## src/rtl/polar_to_cartesian_pipe.sv

```systemverilog
`default_nettype none
// ============================================================================
// Module   : polar_to_cartesian_pipe
// Purpose  : 3-stage valid/ready polar (radius, 15-degree index) to signed x/y
// Revision : 1.0
// ============================================================================
module polar_to_cartesian_pipe #(
  parameter int R_WIDTH     = 8,
  parameter int ANGLE_WIDTH = 5
) (
  input  logic                     clock,
  input  logic                     reset_n,
  input  logic                     in_valid,
  output logic                     in_ready,
  input  logic [ANGLE_WIDTH-1:0]   in_angle,
  input  logic [R_WIDTH-1:0]       in_radius,
  output logic                     out_valid,
  input  logic                     out_ready,
  output logic signed [R_WIDTH:0]  out_x,
  output logic signed [R_WIDTH:0]  out_y,
  output logic                     out_error
);

  localparam int P_WIDTH = R_WIDTH + 11;
  localparam logic [ANGLE_WIDTH-1:0] MAX_IDX = ANGLE_WIDTH'(23);

  function automatic logic [10:0] sine_q10(input logic [2:0] k);
    case (k)
      3'd0:    sine_q10 = 11'd0;
      3'd1:    sine_q10 = 11'd265;
      3'd2:    sine_q10 = 11'd512;
      3'd3:    sine_q10 = 11'd724;
      3'd4:    sine_q10 = 11'd887;
      3'd5:    sine_q10 = 11'd989;
      3'd6:    sine_q10 = 11'd1024;
      default: sine_q10 = 11'd0;
    endcase
  endfunction

  // Angle decode: quadrant selects which table entry feeds each axis and its sign
  logic [4:0]  idx5;
  logic [1:0]  quad;
  logic [2:0]  k;
  logic [2:0]  kc;
  logic        angle_err;
  logic [10:0] dec_tx;
  logic [10:0] dec_ty;
  logic        dec_sx;
  logic        dec_sy;

  always_comb begin
    angle_err = in_angle > MAX_IDX;
    idx5      = in_angle[4:0];
    quad      = 2'(idx5 / 5'd6);
    k         = 3'(idx5 % 5'd6);
    kc        = 3'd6 - k;
    dec_tx    = '0;
    dec_ty    = '0;
    dec_sx    = 1'b0;
    dec_sy    = 1'b0;
    if (!angle_err) begin
      case (quad)
        2'd0: begin dec_tx = sine_q10(kc); dec_ty = sine_q10(k); end
        2'd1: begin dec_tx = sine_q10(k);  dec_ty = sine_q10(kc); dec_sx = 1'b1; end
        2'd2: begin dec_tx = sine_q10(kc); dec_ty = sine_q10(k);  dec_sx = 1'b1; dec_sy = 1'b1; end
        default: begin dec_tx = sine_q10(k); dec_ty = sine_q10(kc); dec_sy = 1'b1; end
      endcase
    end
  end

  logic               v1, v2, v3;
  logic               load1, load2, load3;
  logic [R_WIDTH-1:0] r1;
  logic [10:0]        tx1, ty1;
  logic               sx1, sy1, err1;
  logic [P_WIDTH-1:0] px2, py2;
  logic               sx2, sy2, err2;

  assign load3     = !v3 || out_ready;
  assign load2     = !v2 || load3;
  assign load1     = !v1 || load2;
  assign in_ready  = load1;
  assign out_valid = v3;

  always_ff @(posedge clock or negedge reset_n) begin
    if (!reset_n) begin
      v1   <= 1'b0;
      r1   <= '0;
      tx1  <= '0;
      ty1  <= '0;
      sx1  <= 1'b0;
      sy1  <= 1'b0;
      err1 <= 1'b0;
    end else if (load1) begin
      v1 <= in_valid;
      if (in_valid) begin
        r1   <= in_radius;
        tx1  <= dec_tx;
        ty1  <= dec_ty;
        sx1  <= dec_sx;
        sy1  <= dec_sy;
        err1 <= angle_err;
      end
    end
  end

  always_ff @(posedge clock or negedge reset_n) begin
    if (!reset_n) begin
      v2   <= 1'b0;
      px2  <= '0;
      py2  <= '0;
      sx2  <= 1'b0;
      sy2  <= 1'b0;
      err2 <= 1'b0;
    end else if (load2) begin
      v2 <= v1;
      if (v1) begin
        px2  <= P_WIDTH'(r1) * P_WIDTH'(tx1);
        py2  <= P_WIDTH'(r1) * P_WIDTH'(ty1);
        sx2  <= sx1;
        sy2  <= sy1;
        err2 <= err1;
      end
    end
  end

  // Round half up on the magnitude, then apply sign so rounding is symmetric
  logic [P_WIDTH-1:0] rnd_x, rnd_y;
  logic [R_WIDTH:0]   mag_x, mag_y;

  always_comb begin
    rnd_x = px2 + P_WIDTH'(512);
    rnd_y = py2 + P_WIDTH'(512);
    mag_x = rnd_x[P_WIDTH-1:10];
    mag_y = rnd_y[P_WIDTH-1:10];
  end

  always_ff @(posedge clock or negedge reset_n) begin
    if (!reset_n) begin
      v3        <= 1'b0;
      out_x     <= '0;
      out_y     <= '0;
      out_error <= 1'b0;
    end else if (load3) begin
      v3 <= v2;
      if (v2) begin
        out_x     <= sx2 ? -mag_x : mag_x;
        out_y     <= sy2 ? -mag_y : mag_y;
        out_error <= err2;
      end
    end
  end

endmodule
`default_nettype wire

```

## config.mk

```make
export PLATFORM = sky130hd
export DESIGN_NAME = polar_to_cartesian_pipe
export DESIGN_NICKNAME = d
export VERILOG_FILES = /design/src/rtl/polar_to_cartesian_pipe.sv
export SDC_FILE = /design/constraint.sdc
export NUM_CORES = 1
export LEC_CHECK = 0
export CORE_MARGIN = 10
export CORE_UTILIZATION = 68
export DETAILED_ROUTE_END_ITERATION = 6
export GPL_TIMING_DRIVEN = 0
export PLACE_DENSITY_LB_ADDON = 0.15
export SLEW_MARGIN = 5
export SYNTH_ARGS = -nofsm -noshare
export SYNTH_HDL_FRONTEND = slang
export SYNTH_SLANG_ARGS = --single-unit
```

## constraint.sdc

```tcl
create_clock -name clock -period 7.15 [get_ports clock]
set_input_delay 0.715 -clock clock [delete_from_list [all_inputs] [get_ports clock]]
set_output_delay 0.715 -clock clock [all_outputs]
set_load 0.005 [all_outputs]
```

# After elaboration in Yosys (flattened, before gate mapping)
# Cells that the tools add are included.
# classes
n_mux,12
n_div,2
eq_ne,14
reduce_logical,13
multipliers,2
magnitude_cmp,1
addsub,5
# op_table
cell,count
one-hot mux 11 bit (6 select lines),2
two-way mux 11 bit,4
"adder 19 x 10 -> 19 bit, second input constant",2
multiplier 8 x 11 -> 19 bit,2
"== test 3 bit, second input constant",6
two-way mux 9 bit,2
negation 9 bit,2
"== test 3 x 2 -> 1 bit, second input constant",4
"== test 3 x 1 -> 1 bit, second input constant",2
AND reduction 2 bit,3
OR reduction 2 bit,3
"divider 5 x 3 -> 5 bit, second input constant",1
"greater-than comparator 5 bit, second input constant",1
"remainder unit 5 x 3 -> 5 bit, second input constant",1
two-way mux 1 bit,4
zero test 1 bit,3
logical OR 1 bit,3
"subtractor 3 bit, first input constant",1
"== test 2 x 1 -> 1 bit, second input constant",1
"== test 2 bit, second input constant",1
zero test 2 bit,1
# totals
register_bits,96
output_inout_bits,21
inputBits,17
word_cells,66

# Longest topological paths before layout
# Gate-level depths: netlist of the first run.
# depth
depth_word,6
mapped_depth,19
ltp_nobuf,18

# Least setup slack after synthesis of the first run
# Ideal clock, no wire load.
# synth_path
path_type,flip-flop to flip-flop
start,reg ty1[6]
end,reg py2[18]
period_less_slack_ps,4712
required_time_ps,7021
slack_ps,2438
path_stages_with_launch,19
arrival_ps,4583
setup_ps,129
n_path_buf,1
cell_sequence,dfrtp_1 -> clkbuf_1 -> and2_1 -> inv_1 -> fa_1 -> inv_1 -> fa_1 -> inv_1 -> fa_1 -> fa_1 -> inv_1 -> ha_1 -> a21oi_1 -> o21a_1 -> o21ai_0 -> and3_1 -> a2111oi_0 -> xnor2_1 -> o21ai_1
# synth_between
elab_chain_cells,1
# synth_lines
element,line_no,text
from (decl),74,"logic [10:0] tx1, ty1;"
from (signal assigned),99,ty1 <= dec_ty;
multiplier 8 x 11 -> 19 bit,119,py2 <= P_WIDTH'(r1) * P_WIDTH'(ty1);
to (signal assigned),119,
to (decl),76,"logic [P_WIDTH-1:0] px2, py2;"
# Every way passes these cells.
# A chain may end at the register's enable or synchronous reset.

# Worst setup path in the final report of the first run
# layout_path
start,reg r1[3]
end,reg px2[13]
# layout_between
elab_chain_cells,1
# layout_lines
element,line_no,text
from (decl),73,logic [R_WIDTH-1:0] r1;
from (signal assigned),97,r1 <= in_radius;
multiplier 8 x 11 -> 19 bit,118,px2 <= P_WIDTH'(r1) * P_WIDTH'(tx1);
to (signal assigned),118,
to (decl),76,
# Every way passes these cells.

==> results of run 1 <==
-- stage by stage --
step / hold slack, ns / power, mW
global placement: 0.460 / 2.70
CTS: 0.200 / 3.30
finish: 0.201 / 3.29
floorplan: 0.419 / 2.21
detailed placement: 0.467 / 2.79
global route: 0.201 / 3.64
-- placed cells by master, fill, tap and decap left out, drive strengths merged, types with 4 or more instances in the layout --
cell type      instances
inv                  188
nand2                138
fa                   106
ha                    80
dfrtp                 69
o21ai                 50
and2                  44
clkbuf                44
clkdlybuf4s50         36
xnor2                 32
xor2                  25
a21oi                 24
nand3                 19
nor2                  17
mux2                  11
nand2b                11
a21o                  10
nor3b                  6
and3                   6
nor3                   6
a221o                  6
o31ai                  6
o21a                   5
buf                    5
a211o                  4
nand4                  4
-- area by class of cell --
cell class / count / area [µm²]
Buffer: 34 / 138
Clock buffer: 13 / 270
Clock inverter: 3 / 42.5
Fill cell: 886 / 2730
Inverter: 188 / 706
Multi-Input combinational cell: 657 / 5940
Sequential cell: 69 / 1730
Tap cell: 168 / 210
Timing Repair Buffer: 38 / 395
-- worst paths after layout --
kind / startpoint / to / slack (ns) / cells past startpoint
max in group asynchronous: reset_n / tx1[6] / 6.41 / 2
min in group clock: sy1 / sy2 / 0.48 / 2
worst min register to register: sy1 / sy2 / 0.48 / 2
worst max register to register: r1[3] / px2[13] / 1.57 / 17
worst max-delay path: r1[3] / px2[13] / 1.57 / 17
worst min-delay path: reset_n / px2[15] / 0.20 / 1
-- synthesized netlist by cell type (all sizes together), types with 5 or more instances --
master  count
a21o       10
a21oi      24
a221o       6
and2       44
and3        6
clkbuf     31
dfrtp      69
fa        106
ha         80
inv       188
mux2       11
nand2     138
nand2b     11
nand3      19
nor2       17
nor3        6
nor3b       6
o21a        5
o21ai      50
o31ai       6
xnor2      32
xor2       25
-- power groups by stage --
stage	registers (mW)	logic, mW	clock network (mW)
floorplan	0.603	1.61	0
global placement	0.619	2.09	0
detailed placement	0.624	2.17	0
CTS	0.617	2.21	0.477
global route	0.637	2.51	0.492
finish	0.619	2.20	0.472
-- metal layers --
metal | part of all wire | up-vias | wire length (µm) | track usage
met1 | 0.42 | 3281 | 8070 | 0.282
met3 | 0.054 | 41 | 1040 | 0.0400
li1 | - | 3112 | - | -
met2 | 0.50 | 187 | 9570 | 0.383
met5 | 0 | - | 0 | 0
met4 | 0.029 | 0 | 548 | 0.0927
-- sequential cells by signal (all words and copies together), names as in the netlist --
name and count:
err1 1, err2 1, out_error 1, out_valid 1, out_x 9, out_y 9
px2 10, py2 10, r1 8, sx1 1, sx2 1, sy1 1
sy2 1, tx1 7, ty1 6, v1 1, v2 1
-- critical path, stage by stage, from the launching register on --
cell and delay (ns):
dfrtp_1 0.47, clkbuf_1 0.50, nand2_1 0.18, inv_1 0.17, fa_1 0.42, inv_1 0.07, fa_1 0.44, fa_1 0.55
inv_1 0.05, fa_1 0.47, ha_1 0.31, a2111oi_0 0.41, o41ai_1 0.15, o211ai_1 0.22, a21oi_1 0.17, a21oi_1 0.46
mux2i_1 0.25, o311ai_0 0.14
-- cells by family after synthesis --
logic type | Yosys count | share of synthesized area
and+or+nand+nor | 269 | 0.152
DFF | 69 | 0.203
AOI/OAI and AO/OA | 131 | 0.102
xor gates and xnor gates | 57 | 0.0586
buffers and inverters | 222 | 0.0990
muxes | 14 | 0.0181
adders and majority gates | 186 | 0.367
==> results.sh, run 1 <==
export IMPL_place_inst=1154
export IMPL_cts_tree="done"
export IMPL_fin_crit_ns=5.58
export IMPL_top_level_ports=38
export IMPL_switching_power_mw=1.53
export IMPL_row_count=40
export IMPL_p_leak_nw=4.80
export IMPL_path_clk_slew_ns=0.06
export IMPL_grt_max_degree=62
export IMPL_start_util=0.700
export IMPL_hpwl_mm=15.3
export IMPL_pre_cts_slack_ns=1.69
export IMPL_ys_seq_area_frac=0.203
export IMPL_clock_skew_ns=0.00843
export IMPL_syn_area_per_cell_um2=8.98
export IMPL_synth_cell_types=58
export IMPL_synth_seq_cells=69
export IMPL_async_reset_ff_frac=1.00
export IMPL_drc=0
export IMPL_finalMaxSlewViolations=0
export IMPL_grt_usage=0.227
export IMPL_powerDensity_nw_per_um2=349
export IMPL_drive_gt1_frac=0.0379
export IMPL_post_cts_resized=0
export IMPL_final_hold_viol_count=0
export IMPL_gp_congestion=0.934
export IMPL_crit_arrival_ns=5.79
export IMPL_synth_edf_count=0
export IMPL_p_int_mw=1.76
export IMPL_final_setup_viol_count=0
export IMPL_die_h_um=132
export IMPL_path_max_fanout=10
export IMPL_fmax_ghz=0.179
export IMPL_rsz0062_at_grt="no"
export IMPL_ant_nets=0
export IMPL_drt_iter0_markers=433
export IMPL_status="finished clean"
export IMPL_grt_pass1_wl_mm=32.8
export IMPL_fin_area_um2=9430
export IMPL_cts_buffers=9
export IMPL_worst_pin_slew_ns=0.659
export IMPL_grt_pass1_vias=6994
export IMPL_hp_class="input port to async pin"
export IMPL_layout_worst_path_cycle_share=0.781
export IMPL_worstSetupStartpointType="register"
export IMPL_syn_to_final_growth_pct=10.8
export IMPL_syn_area_um2=8510
export IMPL_clockBufferDepth=2
export IMPL_max_slew_margin=0.549
export IMPL_cap_violations=0
export IMPL_vias=6621
export IMPL_combPwrFrac=0.668
export IMPL_p_clk_frac=0.143
export IMPL_clock_latency_ns=0.35
export IMPL_p_sw_frac=0.466
export IMPL_critPathKind="register to register"
export IMPL_synth_area_leaders="fa_1 (25%), dfrtp_1 (20%), ha_1 (12%)"
export IMPL_synth_flop_cell="dfrtp_1"
export IMPL_nNetsFinal=1200
export IMPL_synth_cells=948
export IMPL_place_area_um2=9120
export IMPL_ys_warn_count=0
export IMPL_synth_top_area_cell="fa_1"
export IMPL_cts_root_buf="clkbuf_16"
export IMPL_totalWireLength_mm=19.2
export IMPL_die_area_um2=17400
export IMPL_dr_pass1_iters=5
export IMPL_core_area_um2=12200
export IMPL_synth_top_cell_area_share=0.249
export IMPL_post_cts_setup_buffers=0
export IMPL_critPathRequiredTime_ns=7.35
export IMPL_route_detailed_vias_per_inst=5.66
export IMPL_cts_sinks=69
export IMPL_setup_tns_ns=0
export IMPL_port_buffers=37
export IMPL_synth_nets=1151
export IMPL_antenna_found_initial=0
export IMPL_post_drt_wl_per_cell_um=16.4
export IMPL_grt_overflow_total=0
export IMPL_fin_util=0.776
export IMPL_final_cell_count_no_fill=1170
export IMPL_critPathCaptureType="register"
export IMPL_num_antenna_cells=0
export IMPL_layout_setup_ws_ns=1.57
export IMPL_seq_power_share=0.188
export IMPL_ctsHoldBuffers=0
export IMPL_htreeDepth=3
export IMPL_ir_drop_mv=0.206
export IMPL_fp_dieW_um=132
(Power assumes the default switching activity.)
==> run 2: changes to the inputs <==
CORE_UTILIZATION = 57   (was 68)
clock period = 4.6 ns   (was 7.15 ns; I/O delays follow)
==> run 2 against run 1 <==
The run now ends with negative setup slack left. Flip-flop and latch count is the same. Worst hold slack worse by 0.17 ns. Maximum frequency is 21% higher. Critical path type unchanged. Critical endpoint unchanged. Largest power group unchanged.
==> results.sh, run 2 (synthesized netlist as in run 1, its figures left out) <==
export IMPL_p_leak_nw=5.09
export IMPL_hp_class="input port to async pin"
export IMPL_grt_pass1_wl_mm=33.1
export IMPL_grt_overflow_total=0
export IMPL_place_area_um2=9140
export IMPL_cts_buffers=9
export IMPL_final_setup_viol_count=2
export IMPL_clock_skew_ns=0.00952
export IMPL_ant_nets=0
export IMPL_critPathCaptureType="register"
export IMPL_fmax_ghz=0.216
export IMPL_ctsHoldBuffers=0
export IMPL_clockBufferDepth=2
export IMPL_fin_crit_ns=4.62
export IMPL_hold_slack_ns=0.0301
export IMPL_grt_pass1_vias=6758
export IMPL_die_area_um2=20200
export IMPL_top_level_ports=38
export IMPL_ir_drop_mv=0.333
export IMPL_htreeDepth=3
export IMPL_cts_sinks=69
export IMPL_cts_tree="done"
export IMPL_clock_latency_ns=0.35
export IMPL_layout_commonest_cell="inv_1"
export IMPL_port_buffers=37
export IMPL_num_antenna_cells=0
export IMPL_drc=0
export IMPL_row_count=44
export IMPL_route_detailed_vias_per_inst=5.46
export IMPL_path_clk_slew_ns=0.07
export IMPL_largestRegisters="px2: 10 flops, py2: 10 flops"
export IMPL_rsz0062_at_grt="yes"
export IMPL_cts_root_buf="clkbuf_16"
export IMPL_post_drt_wl_per_cell_um=16.4
export IMPL_die_h_um=142
export IMPL_path_max_fanout=10
export IMPL_critPathKind="register to register"
export IMPL_nNetsFinal=1228
export IMPL_fin_area_um2=10200
export IMPL_fill_cells=1131
export IMPL_gp_congestion=0.923
export IMPL_start_util=0.584
export IMPL_antenna_found_initial=0
export IMPL_powerDensity_nw_per_um2=570
export IMPL_critPathRequiredTime_ns=4.80
export IMPL_totalWireLength_mm=19.9
export IMPL_vias=6631
export IMPL_total_power_mw=5.82
export IMPL_crit_arrival_ns=4.83
export IMPL_final_cell_count_no_fill=1214
export IMPL_max_slew_margin=0.596
export IMPL_worst_pin_slew_ns=0.606
export IMPL_cap_violations=0
export IMPL_status="finished, violations left"
export IMPL_layout_worst_path_cycle_share=1.00
export IMPL_final_hold_viol_count=0
export IMPL_dr_pass1_iters=4
export IMPL_final_cell_mix="inv_1 (171), nand2_1 (127), fa_1 (104)"
export IMPL_layout_setup_ws_ns=-0.0224
export IMPL_grt_usage=0.201
export IMPL_violations="negative setup slack"
export IMPL_drt_iter0_markers=392
export IMPL_syn_to_final_growth_pct=19.9
export IMPL_grt_max_degree=44
export IMPL_drive_gt1_frac=0.161
export IMPL_fp_dieW_um=142
export IMPL_pre_cts_slack_ns=-0.836
export IMPL_core_area_um2=14600
export IMPL_place_inst=1170
export IMPL_finalMaxSlewViolations=0
export IMPL_worstSetupStartpointType="register"
export IMPL_hpwl_mm=15.3
==> run 2: per-layer routing <==
layer | wire (µm) | GRT usage | vias up | part of all wire
met3 | 979 | 0.0340 | 39 | 0.049
met5 | 0 | 0 | - | 0
met4 | 460 | 0.0635 | 0 | 0.023
met1 | 8460 | 0.260 | 3261 | 0.43
met2 | 9980 | 0.334 | 166 | 0.50
li1 | - | - | 3165 | -
==> run 2: report_power, final <==
part	total (mW)	leakage, nW	internal (mW)	switching (mW)
logic	4.14	4.10	1.89	2.25
registers	1.02	0.853	0.806	0.215
clock network	0.659	0.134	0.377	0.281
total	5.82	5.09	3.08	2.74
==> run 2: stage by stage <==
stage | utilization | setup TNS [ns]
after floorplan | - | -0.0731
after global placement | 0.625 | -8.81
after detailed placement | 0.626 | -10.21
after CTS | 0.677 | 0
after global routing | 0.700 | -1.38
final | 0.700 | -0.0268
==> run 2: worst paths after layout <==
check,start,endpoint,slack (ns),depth (start not counted)
max,r1[7],px2[13],-0.02,17
min,reset_n,v2,0.03,1
max reg2reg,r1[7],px2[13],-0.02,17
min reg2reg,sy1,sy2,0.47,2
max in group asynchronous,reset_n,px2[13],4.01,2
min in group clock,sy1,sy2,0.47,2
==> run 2: final cells by class <==
cell class	instances	area, µm²	area share
Multi-Input combinational cell	657	6390	0.626
Sequential cell	69	1740	0.170
Inverter	188	708	0.0694
Timing Repair Buffer	75	688	0.0674
Clock buffer	10	239	0.0234
Tap cell	184	230	0.0226
Buffer	25	179	0.0175
Clock inverter	6	38.8	0.00380
==> run 2: timing repair <==
item                       CTS  global route
gates cloned                 0             0
setup endpoints to repair   20            16
buffers inserted            21            16
pin swaps                   34            47
gates resized for setup     83            63
hold endpoints to repair     0             0
==> run 2: worst max-delay path: stages, from the launching register on <==
cell and delay [ns]:
dfrtp_1 0.38, buf_4 0.12, clkbuf_8 0.15, nand2_2 0.10, fa_1 0.58, fa_1 0.45
fa_1 0.51, inv_2 0.04, fa_1 0.55, ha_4 0.22, a2111oi_4 0.34, o41ai_2 0.12
o211ai_1 0.10, buf_4 0.17, a21oi_4 0.07, a21oi_4 0.22, mux2i_1 0.22, o311ai_1 0.12
